File: config.mk
export PLATFORM = sky130hd
export DESIGN_NAME = serial_to_parallel_32_bit
export DESIGN_NICKNAME = d
export VERILOG_FILES = /design/src/rtl/serial_to_parallel_32_bit.sv
export SDC_FILE = /design/constraint.sdc
export NUM_CORES = 1
export LEC_CHECK = 0
export ABC_AREA = 0
export CAP_MARGIN = 0
export CORE_MARGIN = 1
export CORE_UTILIZATION = 56
export CTS_BUF_LIST = sky130_fd_sc_hd__clkbuf_4 sky130_fd_sc_hd__clkbuf_8
export DETAILED_ROUTE_END_ITERATION = 12
export PLACE_DENSITY = 0.81
export SYNTH_ARGS = -nofsm -noshare
export SYNTH_HDL_FRONTEND = slang
export SYNTH_SLANG_ARGS = --single-unit
File: constraint.sdc
create_clock -name Clock -period 1.8 [get_ports Clock]
set_clock_uncertainty 0.1 [all_clocks]
set_input_delay 0.18 -clock Clock [delete_from_list [all_inputs] [get_ports Clock]]
set_output_delay 0.18 -clock Clock [all_outputs]
set_load 0.005 [all_outputs]
File: src/rtl/serial_to_parallel_32_bit.sv
// Serial-to-parallel front end: collects a framed bit stream into a WIDTH-bit word for the data register.
// Optional trailing even-parity check is compiled in with `define PARITY_CHECK_EN.
module serial_to_parallel_32_bit #(
  parameter int WIDTH     = 32,
  parameter bit MSB_FIRST = 1'b1
) (
  input  logic             Clock,
  input  logic             Reset,
  input  logic             Start,
  input  logic             Serial_In,
  input  logic             Serial_Valid,
  output logic [WIDTH-1:0] Data_Out,
  output logic             Load,
  output logic             Busy
`ifdef PARITY_CHECK_EN
  ,
  output logic             Parity_Error
`endif
);

  localparam int               CNT_W    = $clog2(WIDTH) + 1;
  localparam logic [CNT_W-1:0] LAST_BIT = CNT_W'(WIDTH - 1);

`ifdef PARITY_CHECK_EN
  typedef enum logic [1:0] {IDLE, SHIFT, PARITY} state_t;
`else
  typedef enum logic [1:0] {IDLE, SHIFT} state_t;
`endif

  state_t           state_q, state_d;
  logic [CNT_W-1:0] cnt_q, cnt_d;
  logic [WIDTH-1:0] sr_q, sr_d, sr_shift, data_d;
  logic             load_d;
`ifdef PARITY_CHECK_EN
  logic             perr_q, perr_d;
`endif

  // Bit order only changes which end of the shift register the new bit enters.
  generate
    if (MSB_FIRST) begin : g_msb_first
      assign sr_shift = {sr_q[WIDTH-2:0], Serial_In};
    end else begin : g_lsb_first
      assign sr_shift = {Serial_In, sr_q[WIDTH-1:1]};
    end
  endgenerate

  always_ff @(posedge Clock) begin
    if (!Reset) begin
      state_q  <= IDLE;
      cnt_q    <= '0;
      sr_q     <= '0;
      Data_Out <= '0;
      Load     <= 1'b0;
`ifdef PARITY_CHECK_EN
      perr_q   <= 1'b0;
`endif
    end else begin
      state_q  <= state_d;
      cnt_q    <= cnt_d;
      sr_q     <= sr_d;
      Data_Out <= data_d;
      Load     <= load_d;
`ifdef PARITY_CHECK_EN
      perr_q   <= perr_d;
`endif
    end
  end

  always_comb begin
    state_d = state_q;
    cnt_d   = cnt_q;
    sr_d    = sr_q;
    data_d  = Data_Out;
    load_d  = 1'b0;
`ifdef PARITY_CHECK_EN
    perr_d  = 1'b0;
`endif
    case (state_q)
      IDLE: begin
        if (Start) begin
          state_d = SHIFT;
          cnt_d   = '0;
        end
      end
      SHIFT: begin
        // Start mid-frame restarts the count; the partial word is simply overwritten.
        if (Start) begin
          cnt_d = '0;
        end else if (Serial_Valid) begin
          sr_d  = sr_shift;
          cnt_d = cnt_q + CNT_W'(1);
          if (cnt_q == LAST_BIT) begin
`ifdef PARITY_CHECK_EN
            state_d = PARITY;
`else
            state_d = IDLE;
            data_d  = sr_shift;
            load_d  = 1'b1;
`endif
          end
        end
      end
`ifdef PARITY_CHECK_EN
      PARITY: begin
        if (Start) begin
          state_d = SHIFT;
          cnt_d   = '0;
        end else if (Serial_Valid) begin
          state_d = IDLE;
          if (^{sr_q, Serial_In}) begin
            perr_d = 1'b1;
          end else begin
            data_d = sr_q;
            load_d = 1'b1;
          end
        end
      end
`endif
      default: state_d = IDLE;
    endcase
  end

  assign Busy = (state_q != IDLE);
`ifdef PARITY_CHECK_EN
  assign Parity_Error = perr_q;
`endif

endmodule

# --- After elaboration in Yosys (flattened, before gate mapping) ---
# Cells that the tools add are included.
word_totals:
  ff_bits: 72
  input_bits: 5
  output_inout_bits: 34
  wordCells: 35
classes:
  add_sub_neg: 1
  eq_ne: 7
  mux: 10
  n_bitwise: 4
  n_reduce_logical: 8
ops:
  columns: ["operator", "n"]
  rows:
  - ["$mux W6", 3]
  - ["$pmux W6 S2", 1]
  - ["$mux W2", 4]
  - ["$ne A2 B2 Y1 const B", 4]
  - ["$reduce_and A4 Y1", 2]
  - ["$add A6 B1 Y6 const B", 1]
  - ["$eq A6 B5 Y1 const B", 1]
  - ["$reduce_and A3 Y1", 2]
  - ["$not A1 Y1", 4]
  - ["$pmux W2 S2", 1]
  - ["$reduce_bool A2 Y1", 2]
  - ["$reduce_or A4 Y1", 1]
  - ["$ne A3 B3 Y1 const B", 1]
  - ["$eq A2 B1 Y1 const B", 1]
  - ["$logic_not A2 Y1", 1]
  - ["$mux W1", 1]

# --- Depth between registers and ports, before layout ---
# Gate-level depths: netlist (run 1).
logic_depth:
  ltp_word: 5
  ltp_mapped: 6
  depth_no_buf: 4

# --- Least setup slack after synthesis (run 1) ---
# No wires, ideal clock.
synth_path:
  kind: "reg-to-reg"
  start: "register cnt_q[0]"
  end: "register Data_Out[0]"
  setup_ns: 0.072
  t_arrival_ns: 1.334
  required_time_ns: 1.628
  setup_slack_ns: 0.295
  stages_incl_launch_ff: 7
  path_buffers: 2
  synth_period_minus_slack_ns: 1.505
  path_cell_list: "dfxtp_1 -> ha_1 -> nand3_2 -> nor4_4 -> buf_6 -> buf_12 -> mux2i_1"
synth_between:
  elab_chain_len: 2
synth_lines:
  columns: ["element", "line", "source"]
  rows:
  - ["start: declaration", "31", "logic [CNT_W-1:0] cnt_q, cnt_d;"]
  - ["start signal: assignment", "59", "cnt_q <= cnt_d;"]
  - ["$eq A6 B5 Y1", "92", "if (cnt_q == LAST_BIT) begin"]
  - ["$reduce_and A4 Y1 (no source line)", null, null]
  - ["end signal: assignment", "61", "Data_Out <= data_d;"]
  - ["end: declaration", "12", "output logic [WIDTH-1:0] Data_Out,"]
# No other way between the ends.
# A chain may end at the register's enable or synchronous reset.

# --- Worst setup path after layout (run 1) ---
layout_path:
  start: "register state_q[0]"
  end: "output port Busy"
layout_between:
  elab_chain_len: 1
layout_lines:
  columns: ["element", "line", "source"]
  rows:
  - ["start: declaration", "30", "state_t state_q, state_d;"]
  - ["start signal: assignment", "58", "state_q <= state_d;"]
  - ["$reduce_bool A2 Y1", "123", "assign Busy = (state_q != IDLE);"]
  - ["end: declaration", "14", "output logic Busy"]
# No other way between the ends.

==> results of run 1 <==
## cell type report
class,instances,area (µm²)
sequential,71,1420
fill,391,1380
multi-input combinational,218,1210
timing repair buffer,46,498
clock buffer,9,124
tap,67,83.8
clock inverter,5,27.5
inverter,1,3.75
## through the flow
| stage | cells | setup WS (ns) |
|---|---|---|
| after floorplan | 312 | 0.295 |
| after global placement | 403 | 0.0889 |
| after detailed placement | 403 | 0.0187 |
| after CTS | 417 | 0.150 |
| after global routing | 417 | 0.0903 |
| final | 417 | 0.174 |
## cell usage after synthesis, drive strengths merged, types with 3 or more instances
master	count	share of area (%)
o21ai	4	0.72
clkbuf	12	1.6
a21oi	4	0.72
or3	3	0.67
nand3	3	0.72
nor2	3	0.40
nand2	129	17
buf	10	3.6
mux2i	32	12
dfxtp	71	51
a21boi	31	8.4
## worst max-delay path: stages, from the launching register on
cell             delay (ns)
dfxtp_1                0.35
buf_4                  0.15
clkdlybuf4s50_1        0.52
## state kept, by name (all words and copies together) (netlist names)
signal	cells
sr_q	31
Load	1
cnt_q	6
Data_Out	32
state_q	1
## cell families (layout without fill, tap and decap cells)
group	after synthesis	in the layout	synth area share (%)
and+or+nand+nor	144	144	21.2
xor gates and xnor gates	2	2	0.629
buffers and inverters	23	61	5.35
DFF	71	71	51.1
AOI/OAI and AO/OA	39	39	9.80
adders and majority gates	1	1	0.449
muxes	32	32	11.5
## how the worst max path moves through the flow
stage / slack (ns) / cells past startpoint / from / to
2_1_floorplan: 0.29 / 6 / cnt_q[0]$_SDFFE_PN0P_ / Data_Out[0]$_SDFFE_PN0P_
3_3_place_gp: 0.09 / 5 / Serial_Valid / Data_Out[4]$_SDFFE_PN0P_
3_5_place_dp: 0.02 / 5 / Serial_Valid / Data_Out[0]$_SDFFE_PN0P_
4_1_cts: 0.15 / 2 / state_q[0]$_SDFFE_PN0P_ / Busy
5_1_grt: 0.09 / 5 / cnt_q[0]$_SDFFE_PN0P_ / Data_Out[6]$_SDFFE_PN0P_
6_report: 0.17 / 2 / state_q[0]$_SDFFE_PN0P_ / Busy
## routing by layer
layer	vias up	part of all wire, %
li1	1079	-
met1	957	48
met2	40	47
met3	7	3.3
met4	0	1.5
met5	-	0
## layout by cell type (no fill, tap or decap), drive strengths merged, types with 4 or more instances in the layout
cell / instances
nand2: 129
dfxtp: 71
clkdlybuf4s50: 37
mux2i: 32
a21boi: 31
clkbuf: 9
buf: 9
o21ai: 4
a21oi: 4
clkinv: 4
## power by group through the flow
stage	sequential (µW)	combinational, µW	clock, µW
final	1580	98.6	1010
after global routing	1570	107	1100
after detailed placement	1610	98.7	0
after global placement	1610	97.7	0
after CTS	1580	99.2	1040
after floorplan	1610	56.8	0
==> out/results.tsv, run 1 <==
metric	value	unit
sequential area share after synthesis	51.1	%
antenna-violating nets left	0	
Crit Path Class	register to output port	
IO buf count	38	
Placed Area	0.00322	mm²
number of global-route vias before repair	1825	
status	complete, no violations	
power per cell area	797	mW/mm²
Die Span X	72.5	µm
CP Data Required Time	1.52	ns
Area Overhead vs Synth	21.1	%
RSZ-0062 raised after global routing	false	
reg-to-reg endpoint	Data_Out[0]$_SDFFE_PN0P_	
Sw Ratio	22.4	%
Routed WL	4760	µm
Synth Warn #	0	
Max Slew Vio Count	0	
global routing usage on met3	4.58	%
drt first pass iters	4	
GPL Wtd Cong	0.766	
max cap viols	0	
R2R depth	5	
Hold EP	Data_Out[16]$_SDFFE_PN0P_	
asr flop ratio synth	0	%
CP Launch Type	register	
CTS tree	done	
GRT Util Overall	19.7	%
Tightest Hold Check Type	input pin to register	
clk root buf	clkbuf_8	
CP Capture Type	output port	
Mapped Cells	312	
Reg clk slew, reported paths	0.07	ns
Die Y	72.5	µm
Comb pwr share	3.7	%
via/cell ratio	5.00	
flop2flop setup slack	0.20	ns
min cycle time layout	1.63	ns
synthesized area per cell	8.92	µm²
Total Nets Final	353	
critical path data arrival time	1.35	ns
pin count of the biggest net entering global routing	51	
Max VDD drop	572	µV
GR Overflow Total	0	
DP HPWL	3030	µm
Psw	601	µW
Hold Crit Depth	3	
cell internal pwr	2090	µW
mapped cell area	0.00278	mm²
FMAX	615	MHz
overall power	2690	µW
initial antenna violation count	0	
setup TNS	0	ns
clock sink count	71	
share of cells above drive strength 1	7.14	%
hold buffers post-CTS	0	
met1 GRT Util	25.0	%
post-CTS setup repair buffer count	0	
Sequential Power Share	58.6	%
H-tree lvl count	3	
FF-to-FF Start	cnt_q[0]$_SDFFE_PN0P_	
syn_nets	318	
fin crit share	90.4	%
vias post-DR	2083	
crit-path max FO	7	
Clock Power Share	37.7	%
core box area	0.00475	mm²
GRT met2 Usage	31.0	%
library cells used by synthesis	26	
Design Area, Final	0.00337	mm²
CTS Buffer Depth	2	
EDFF count, synth	0	
final core occ	70.9	%
hold slack	0.196	ns
Initial Utilization	58.6	%
wire length per cell	11.4	µm
FP Rows	25	
DRC Markers	0	
Inserted Clock Buffers	9	
Top FF cell, synth	dfxtp_1	
worst rel slew slack	74.2	%
Die ar.	0.00526	mm²
Resized Gates After CTS	0	
Seq cells post-synth	71	
first-pass GRT wire length	7950	µm
I/O pins	39	
busiest grt layer	met2	
Slew @ Worst Pin	0.387	ns
final hold vios	0	
Starting DRT DRC Count	162	
Final Setup Violations	0	
clock insertion delay at the later pin of the skew report	0.33	ns
leakage power	0.00108	µW
final antenna diode count	0	
Hold Startpoint	Reset	
Note: power is estimated with default switching activity, not from simulation.
==> inputs of run 2 (changes only) <==
CORE_ASPECT_RATIO = 2   (was default)
==> out/results.tsv, run 2 (synthesized netlist as in run 1, its figures left out) <==
metric	value	unit	change
wire length per cell	12.3	µm	+7.5%
Largest delay share family, worst path	simple AND/OR/NAND/NOR gates		
final antenna diode count	0		unchanged
commonest non-fill, non-tap cells in the layout	nand2_1 (129), dfxtp_1 (71), clkdlybuf4s50_1 (37), mux2i_1 (32), a21boi_1 (30)		
DRC Markers	0		unchanged
H-tree lvl count	3		unchanged
fin crit share	91.6	%	+1.2 points
Area Overhead vs Synth	24.0	%	
Crit-path slowest cell	dfxtp_1		
CP Launch Type	register		
Tightest Hold Check Type	input pin to register		
Max Slew Vio Count	0		unchanged
hold buffers post-CTS	0		unchanged
max cap viols	0		unchanged
pin count of the biggest net entering global routing	59		+16%
critical path depth	5		+3
Max VDD drop	1110	µV	+94%
clock insertion delay at the later pin of the skew report	0.34	ns	about the same
first-pass GRT wire length	8420	µm	+5.9%
CTS tree	done		
share of cells above drive strength 1	7.93	%	+0.79 points
DP HPWL	3200	µm	+5.7%
CP Capture Type	register		
Initial Utilization	57.8	%	-0.79 points
clock sink count	71		unchanged
critical path data arrival time	1.81	ns	+0.46 ns
Die Span X	51.9	µm	-28%
crit-path max FO	23		+16
core box area	0.00482	mm²	+1.4%
vias post-DR	2155		+3.5%
Hold Crit Depth	3		unchanged
Routed WL	5030	µm	+5.7%
antenna-violating nets left	0		unchanged
FMAX	606	MHz	-1.4%
GRT Util Overall	21.4	%	+1.6 points
Inserted Clock Buffers	9		unchanged
worst-path cell chain	ha_1, nand3_2, nor4_4, buf_12, mux2i_1		
Final Setup Violations	0		unchanged
CTS Buffer Depth	2		unchanged
Slew @ Worst Pin	0.358	ns	-0.0288 ns
number of global-route vias before repair	2006		+9.9%
Reg clk slew, reported paths	0.08	ns	about the same
leakage power	0.00112	µW	+3.7%
Total Nets Final	354		+0.28%
Psw	635	µW	+5.7%
CP bufs+invs	1		-1
Clock Power Share	48.1	%	+10 points
initial antenna violation count	0		unchanged
fill count	366		-6.4%
status	complete, no violations		
min cycle time layout	1.65	ns	+0.0225 ns
via/cell ratio	5.26		+5.2%
Largest Register	Data_Out		
Crit Path Class	register to register		
CP Data Required Time	1.96	ns	+0.44 ns
FP Rows	36		+44%
Resized Gates After CTS	0		unchanged
setup TNS	0	ns	unchanged
Die ar.	0.00527	mm²	+0.33%
final hold vios	0		unchanged
top flop regs	Data_Out: 32 flops, sr_q: 31 flops, cnt_q: 6 flops		
GR Overflow Total	0		unchanged
worst rel slew slack	76.1	%	+1.9 points
cell internal pwr	2580	µW	+24%
commonest non-fill, non-tap cell in the layout	nand2_1		
Die Y	102	µm	+40%
Sequential Power Share	48.9	%	-9.7 points
RSZ-0062 raised after global routing	false		
post-CTS setup repair buffer count	0		unchanged
drt first pass iters	4		unchanged
I/O pins	39		unchanged
Comb pwr share	2.9	%	-0.8 points
clk root buf	clkbuf_8		
final core occ	71.7	%	+0.73 points
R2R depth	5		unchanged
Max stage delay on crit path	0.39	ns	-0.13 ns
Sw Ratio	19.7	%	-2.6 points
IO buf count	38		unchanged
max FFs per register	32		unchanged
GPL Wtd Cong	0.811		+6.0%
power per cell area	932	mW/mm²	+17%
Starting DRT DRC Count	56		-65%
[run 2: power by group through the flow]
stage          clock (µW)  combinational, µW  sequential [µW]
2_1_floorplan           0               56.8             1610
3_3_place_gp            0               94.4             1610
3_5_place_dp            0               95.3             1610
4_1_cts              1570               95.9             1570
5_1_grt              1650                103             1580
6_report             1550               94.5             1570
[run 2: cell type report]
class,instances,area (µm²),area share (%)
Inverter,1,3.75,0.109
Timing Repair Buffer,47,493,14.3
Clock buffer,11,145,4.20
Multi-Input combinational cell,218,1210,35.1
Sequential cell,71,1420,41.2
Clock inverter,5,105,3.04
Tap cell,57,71.3,2.07
[run 2: per-layer routing]
layer / GRT usage (%) / vias up / wire [µm]
met4: 11.6 / 0 / 104
met5: 0 / - / 0
met1: 23.3 / 1034 / 2140
met3: 6.01 / 8 / 115
met2: 36.0 / 29 / 2660
li1: - / 1084 / -
[run 2: worst min-delay path: stages]
cell     delay (ns)
buf_2          0.22
o21ai_0        0.12
nor2_1         0.04
[run 2: final timing paths]
check | to | slack, ns | startpoint
setup / recovery | Data_Out[28]$_SDFFE_PN0P_ | 0.15 | cnt_q[0]$_SDFFE_PN0P_
hold / removal | state_q[0]$_SDFFE_PN0P_ | 0.16 | Reset
setup reg to reg | Data_Out[28]$_SDFFE_PN0P_ | 0.15 | cnt_q[0]$_SDFFE_PN0P_
hold reg to reg | Data_Out[20]$_SDFFE_PN0P_ | 0.35 | Data_Out[20]$_SDFFE_PN0P_
[run 2: per-stage QoR]
step	power, µW	worst slack [ns]	hold slack [ns]	cells	instance area [µm²]
floorplan	1670	0.295	0.215	312	2780
global placement	1710	0.0774	0.342	394	3200
detailed placement	1710	0.0156	0.346	394	3200
CTS	3240	0.155	0.160	410	3450
global route	3330	0.0256	0.176	410	3450
finish	3220	0.151	0.164	410	3450
